===== config.mk =====
export PLATFORM = sky130hd
export DESIGN_NAME = shadow_capture_ring
export DESIGN_NICKNAME = d
export VERILOG_FILES = /design/src/rtl/shadow_capture_ring.sv
export SDC_FILE = /design/constraint.sdc
export NUM_CORES = 1
export LEC_CHECK = 0
export ABC_AREA = 1
export CAP_MARGIN = 40
export CORE_MARGIN = 10
export CORE_UTILIZATION = 65
export CTS_BUF_LIST = sky130_fd_sc_hd__clkbuf_8 sky130_fd_sc_hd__clkbuf_16
export DETAILED_ROUTE_END_ITERATION = 6
export DONT_BUFFER_PORTS = 1
export MAX_ROUTING_LAYER = met4
export PLACE_DENSITY = 0.81
export SYNTH_ARGS = -nofsm -noshare
export SYNTH_HDL_FRONTEND = slang
export SYNTH_SLANG_ARGS = --single-unit
export TNS_END_PERCENT = 5

===== constraint.sdc =====
create_clock -name sh_clk -period 7.5 [get_ports sh_clk]
set_clock_uncertainty 0.05 [all_clocks]
set_input_delay 1.5 -clock sh_clk [delete_from_list [all_inputs] [get_ports sh_clk]]
set_output_delay 1.5 -clock sh_clk [all_outputs]
set_load 0.05 [all_outputs]

===== src/rtl/shadow_capture_ring.sv =====
// shadow_capture_ring: ring of the last DEPTH snapshots, frozen POST_TRIG captures after a trigger, dumped serially then daisy-chained with upstream dumps.
// Ports: sh_clk/sh_rst clock and sync active-high reset; capture_en/din snapshot input; trigger arms the freeze;
// dump_en requests a dump; chains_in* upstream serial data/valid/done; chain_dump_en per-upstream dump request;
// chains_out* merged serial dump data/valid/done; frozen high while the ring is held or being dumped.
module shadow_capture_ring #(
    parameter int DFF_BITS  = 32,
    parameter int DEPTH     = 4,
    parameter int POST_TRIG = 1,
    parameter int CHAINS_IN = 2
) (
    input  logic                 sh_clk,
    input  logic                 sh_rst,
    input  logic                 capture_en,
    input  logic                 trigger,
    input  logic [DFF_BITS-1:0]  din,
    input  logic                 dump_en,
    input  logic [CHAINS_IN-1:0] chains_in,
    input  logic [CHAINS_IN-1:0] chains_in_vld,
    input  logic [CHAINS_IN-1:0] chains_in_done,
    output logic [CHAINS_IN-1:0] chain_dump_en,
    output logic                 chains_out,
    output logic                 chains_out_vld,
    output logic                 chains_out_done,
    output logic                 frozen
);
    localparam int PW = DEPTH > 1 ? $clog2(DEPTH) : 1;
    localparam int FW = $clog2(DEPTH + 1);
    localparam int BW = DFF_BITS > 1 ? $clog2(DFF_BITS) : 1;
    localparam int CW = CHAINS_IN > 1 ? $clog2(CHAINS_IN) : 1;
    typedef enum logic [2:0] {ARMED, POST, FROZEN, DUMP_LOC, DUMP_UP, DONE} state_t;
    state_t               state_q, state_d;
    logic [DFF_BITS-1:0]  ring_q [DEPTH];
    logic [PW-1:0]        wr_ptr_q, wr_ptr_d, post_cnt_q, post_cnt_d, rd_ptr_q, rd_ptr_d;
    logic [FW-1:0]        fill_q, fill_d, rem_q, rem_d;
    logic [BW-1:0]        bit_q, bit_d;
    logic [CW-1:0]        ch_q, ch_d;
    logic [CHAINS_IN-1:0] cde_d;
    logic                 out_d, vld_d, done_d, frozen_d, we, start;
    logic [PW-1:0]        oldest, cur_rd;
    logic [BW-1:0]        cur_bit;
    logic [FW-1:0]        cur_rem;
    assign oldest = int'(wr_ptr_q) >= int'(fill_q) ? PW'(int'(wr_ptr_q) - int'(fill_q))
                                                   : PW'(int'(wr_ptr_q) + DEPTH - int'(fill_q));
    assign start   = (state_q == ARMED || state_q == POST || state_q == FROZEN) && dump_en;
    // The dump cycle itself already emits the first bit, so the read cursor is seeded from the ring state.
    assign cur_rd  = start ? oldest : rd_ptr_q;
    assign cur_bit = start ? '0 : bit_q;
    assign cur_rem = start ? fill_q : rem_q;
    always_comb begin
        state_d    = state_q;
        wr_ptr_d   = wr_ptr_q;
        fill_d     = fill_q;
        post_cnt_d = post_cnt_q;
        rd_ptr_d   = rd_ptr_q;
        bit_d      = bit_q;
        rem_d      = rem_q;
        ch_d       = ch_q;
        cde_d      = '0;
        out_d      = 1'b0;
        vld_d      = 1'b0;
        done_d     = 1'b0;
        we         = 1'b0;
        case (state_q)
            ARMED, POST: begin
                if (capture_en && !dump_en) begin
                    we       = 1'b1;
                    wr_ptr_d = wr_ptr_q == PW'(DEPTH - 1) ? '0 : wr_ptr_q + 1'b1;
                    fill_d   = fill_q == FW'(DEPTH) ? fill_q : fill_q + 1'b1;
                end
                if (state_q == ARMED && trigger) begin
                    state_d    = POST_TRIG == 0 ? FROZEN : POST;
                    post_cnt_d = PW'(POST_TRIG);
                end
                if (state_q == POST && capture_en && !dump_en) begin
                    post_cnt_d = post_cnt_q - 1'b1;
                    state_d    = post_cnt_q == PW'(1) ? FROZEN : POST;
                end
            end
            DUMP_UP: begin
                out_d = chains_in[ch_q];
                vld_d = chains_in_vld[ch_q];
                if (chains_in_done[ch_q]) begin
                    if (ch_q == CW'(CHAINS_IN - 1)) begin
                        state_d = DONE;
                        done_d  = 1'b1;
                    end else begin
                        ch_d  = ch_q + 1'b1;
                        cde_d = CHAINS_IN'(1) << (ch_q + 1'b1);
                    end
                end
            end
            DONE: begin
                fill_d   = '0;
                wr_ptr_d = '0;
                state_d  = ARMED;
            end
            default: ;
        endcase
        if (start || state_q == DUMP_LOC) begin
            if (cur_rem == '0) begin
                state_d = DUMP_UP;
                ch_d    = '0;
                cde_d   = CHAINS_IN'(1);
            end else begin
                state_d  = DUMP_LOC;
                out_d    = ring_q[cur_rd][cur_bit];
                vld_d    = 1'b1;
                rd_ptr_d = cur_rd;
                bit_d    = cur_bit + 1'b1;
                rem_d    = cur_rem;
                if (cur_bit == BW'(DFF_BITS - 1)) begin
                    bit_d    = '0;
                    rd_ptr_d = cur_rd == PW'(DEPTH - 1) ? '0 : cur_rd + 1'b1;
                    rem_d    = cur_rem - 1'b1;
                end
            end
        end
        frozen_d = state_d == FROZEN || state_d == DUMP_LOC || state_d == DUMP_UP || state_d == DONE;
    end
    always_ff @(posedge sh_clk) begin
        if (sh_rst) begin
            state_q         <= ARMED;
            wr_ptr_q        <= '0;
            fill_q          <= '0;
            post_cnt_q      <= '0;
            rd_ptr_q        <= '0;
            bit_q           <= '0;
            rem_q           <= '0;
            ch_q            <= '0;
            chain_dump_en   <= '0;
            chains_out      <= 1'b0;
            chains_out_vld  <= 1'b0;
            chains_out_done <= 1'b0;
            frozen          <= 1'b0;
        end else begin
            state_q         <= state_d;
            wr_ptr_q        <= wr_ptr_d;
            fill_q          <= fill_d;
            post_cnt_q      <= post_cnt_d;
            rd_ptr_q        <= rd_ptr_d;
            bit_q           <= bit_d;
            rem_q           <= rem_d;
            ch_q            <= ch_d;
            chain_dump_en   <= cde_d;
            chains_out      <= out_d;
            chains_out_vld  <= vld_d;
            chains_out_done <= done_d;
            frozen          <= frozen_d;
        end
    end
    always_ff @(posedge sh_clk) begin
        if (we) ring_q[wr_ptr_q] <= din;
    end
endmodule


==> results.md <==
* Final period utilization at just over 50%
* Iter 0 DRT Violations at 536
* Number of flops mapped to enable cells by yosys at 128
* Async SR Flop Fraction at 0%
* Clock Latency Late Sink at 0.53 ns
* Crit path capture type: flop
* Worst setup path startpoint: dump_en
* CP required at between 7 and 8 ns
* Worst-margin pin slew at ~0.8 ns
* Met2 global-route usage at between 30% and 40%
* Clock slew at reported path FFs at approximately 0.06 ns
* Minimum clock period at around 3.8 ns
* Final setup fails at 0
* Most Crowded Layer GR: met2
* Die width at around 120 um
* Fraction of layout cells with a size suffix above 1 at under 10%
* Fin nets at just under 800
* GRT met1 Usage at about a quarter
* Post-Route WL at ~15000 um
* CTS Sinks at 155
* Crit-path max FO at 11
* Count of state elements after synthesis at 155
* Final hold slack at around 0.42 ns
* Vias/cell at around 5.8
* I/O pins at 49
* Grt ovf at 0
* Placed cell area at 0.007116 mm^2
* Fin Setup TNS at 0 ns
* Die Ht at approximately 120 um
* Vias at 5012
* Seq/Total Area, Yosys at roughly 62%
* Syn_nets at 776
* Crit path launch type: input pin
* Status: complete, no violations
* Cts repair resizes at 0
* Worst Hold Class: reg2reg
* H-Tree Depth at 4
* Global-route wire length before repair at around 24000 um
* Max-Slew Margin vs Limit at 46.60%
* RSZ-0062 raised after global routing: false
* Crit path arrival time at between 4 and 5 ns
* Initial Util at between 60% and 70%
* Ys flop type: edfxtp_1
* Final Slew Violations at 0
* Placed Instances at ~840
* Cell variety after synth at 37
* Drc violations at 0
* Bufs on Longest Clock Path at 2
* VDD IR max at 0.2277 mV
* Fmax at approximately 0.26 GHz
* Largest net degree at the start of global routing at 36
* Cts hold-fix bufs at 0
* Leakage at roughly 3.1 nW
* Total GRT Usage at between 20% and 30%
* Total CTS buffers at 17
* Drt first pass iters at 5
* Dpl hpwl at ~9400 um
* Post-DRT Antenna Nets at 0
* Max Cap Violations at 0
* Cell area after synthesis at ~0.0070 mm^2
* Cell Pwr Density at roughly 350 mW/mm^2
* ANT cells at 0
* Syn Area/Cell at just under 10 um^2
* CTS Root Cell: clkbuf_8
* Placer congestion estimate at 0.8625
* Initial antenna violation count at 0
* Row cnt at 37
* Avg WL per Cell at ~17 um
* Cell count after synthesis at a little over 700
* Met3 Usage GRT at 7.285%
* Final-report hold violation count at 0
* R2R Path Start: wr_ptr_q[0]
* Core area at about 0.010 mm^2
* Port bufs at 0
* Setup CP Type: in2reg
* Worst hold path startpoint: bit_q[1]
* Die Area at ~0.015 mm^2
* TritonCTS clock tree: yes
* Post-route insts no fill at around 870
* Finished Core Util at 73.68%
* Design Area, Final at between 0.007 and 0.008 mm^2
* Area grow syn2layout at 9.126%
* Post-CTS setup buffers at 0
* Yosys warning count at 0
* Vias in the first global route at 4822
[cells in the final DEF (no fill, tap or decap), types with 2 or more instances in the layout]
cell       netlist  routed
buf_4            3       7
inv_1           96      96
ha_1            14      14
inv_6            0       3
edfxtp_1       128     128
nor2_1          24      20
nor2_2           1       5
nand2_2          4       4
o221ai_1         2       2
clkinv_4         0       4
nand3_2          2       2
nand3_1         90      90
nor3_1           3       3
clkbuf_16        0      16
a21oi_1         14      14
or2_2            2       2
dfxtp_1         27      27
nand2_1        221     221
clkinv_1         4       7
bufinv_16        0       2
a211oi_1         3       3
xnor2_1          2       2
nand4_1         20      20
a31oi_1          4       4
o21ai_0         16      16
nand2_4          2       2
[worst max-delay path, cell delays in order]
cell	delay, ns
inv_1	0.05
nor2_2	0.21
nand2_4	0.12
inv_4	0.13
o21ai_0	0.15
ha_1	0.22
ha_1	0.22
nor2_1	0.55
inv_1	0.36
nor2_1	0.27
inv_1	0.14
a21oi_1	0.12
o21ai_0	0.09
a21oi_1	0.12
[stage by stage]
stage	total power, W	setup WS (ns)
2_1_floorplan	0.001691	3.644
3_3_place_gp	0.001807	3.318
3_5_place_dp	0.001847	3.149
4_1_cts	0.002657	3.721
5_1_grt	0.002807	3.302
6_report	0.002658	3.664
[flip-flops by register name (all words and copies together) (netlist names)]
register,count
post_cnt_q,2
ch_q,1
chains_out,1
state_q,3
fill_q,3
rd_ptr_q,2
wr_ptr_q,2
bit_q,5
frozen,1
chains_out_vld,1
chain_dump_en,2
ring_q,128
chains_out_done,1
rem_q,3
[report_power, final]
part           switching (W)  internal [W]
Sequential         0.0000529      0.000994
Combinational       0.000551      0.000246
Clock               0.000341      0.000472
[final timing paths]
check / end / slack [ns] / depth (start not counted)
hold reg to reg: bit_q[1] / 0.42 / 2
hold / removal: bit_q[1] / 0.42 / 2
setup reg to reg: chains_out / 4.13 / 18
setup / recovery: bit_q[3] / 3.66 / 14
[metal layers]
metal	share of wire (%)	vias up	wire length [um]
li1	-	2396	-
met1	40	2372	6092
met2	48	205	7321
met3	8.5	39	1287
met4	2.7	0	405
met5	0	-	0
[kinds of logic (layout without fill, tap and decap cells)]
kind of cell	count (synthesis)	count (layout)	synth area share [%]
AOI/OAI and AO/OA	47	47	3.950
and+or+nand+nor	371	371	22.90
xor gates and xnor gates	3	3	0.3737
buffers and inverters	129	140	7.952
adders and majority gates	14	14	2.491
DFF	155	155	62.34
[final cells by class]
type                    instances  area (um^2)
flip-flops and latches        155         4384
fillers                       740         2741
multi-input cells             435         2100
clock buffers                  17        414.1
inverters                     101        381.6
well taps                     136        170.2
clock inverters                14        145.1
repair buffers                  8        80.08
[synthesized netlist by cell type, types with 2 or more instances]
master / count / share of area, %
nand2_1: 221 / 12
edfxtp_1: 128 / 55
inv_1: 96 / 5.1
nand3_1: 90 / 6.4
dfxtp_1: 27 / 7.7
nor2_1: 24 / 1.3
nand4_1: 20 / 1.8
o21ai_0: 16 / 1.1
a21oi_1: 14 / 1.0
ha_1: 14 / 2.5
buf_2: 13 / 0.93
buf_6: 6 / 0.96
clkbuf_1: 6 / 0.32
a31oi_1: 4 / 0.36
clkinv_1: 4 / 0.21
nand2_2: 4 / 0.36
a211oi_1: 3 / 0.32
buf_4: 3 / 0.32
nor3_1: 3 / 0.21
nand2_4: 2 / 0.32
nand3_2: 2 / 0.28
o221ai_1: 2 / 0.25
or2_2: 2 / 0.18
xnor2_1: 2 / 0.25
No activity file was read; power rests on OpenSTA's default activity.
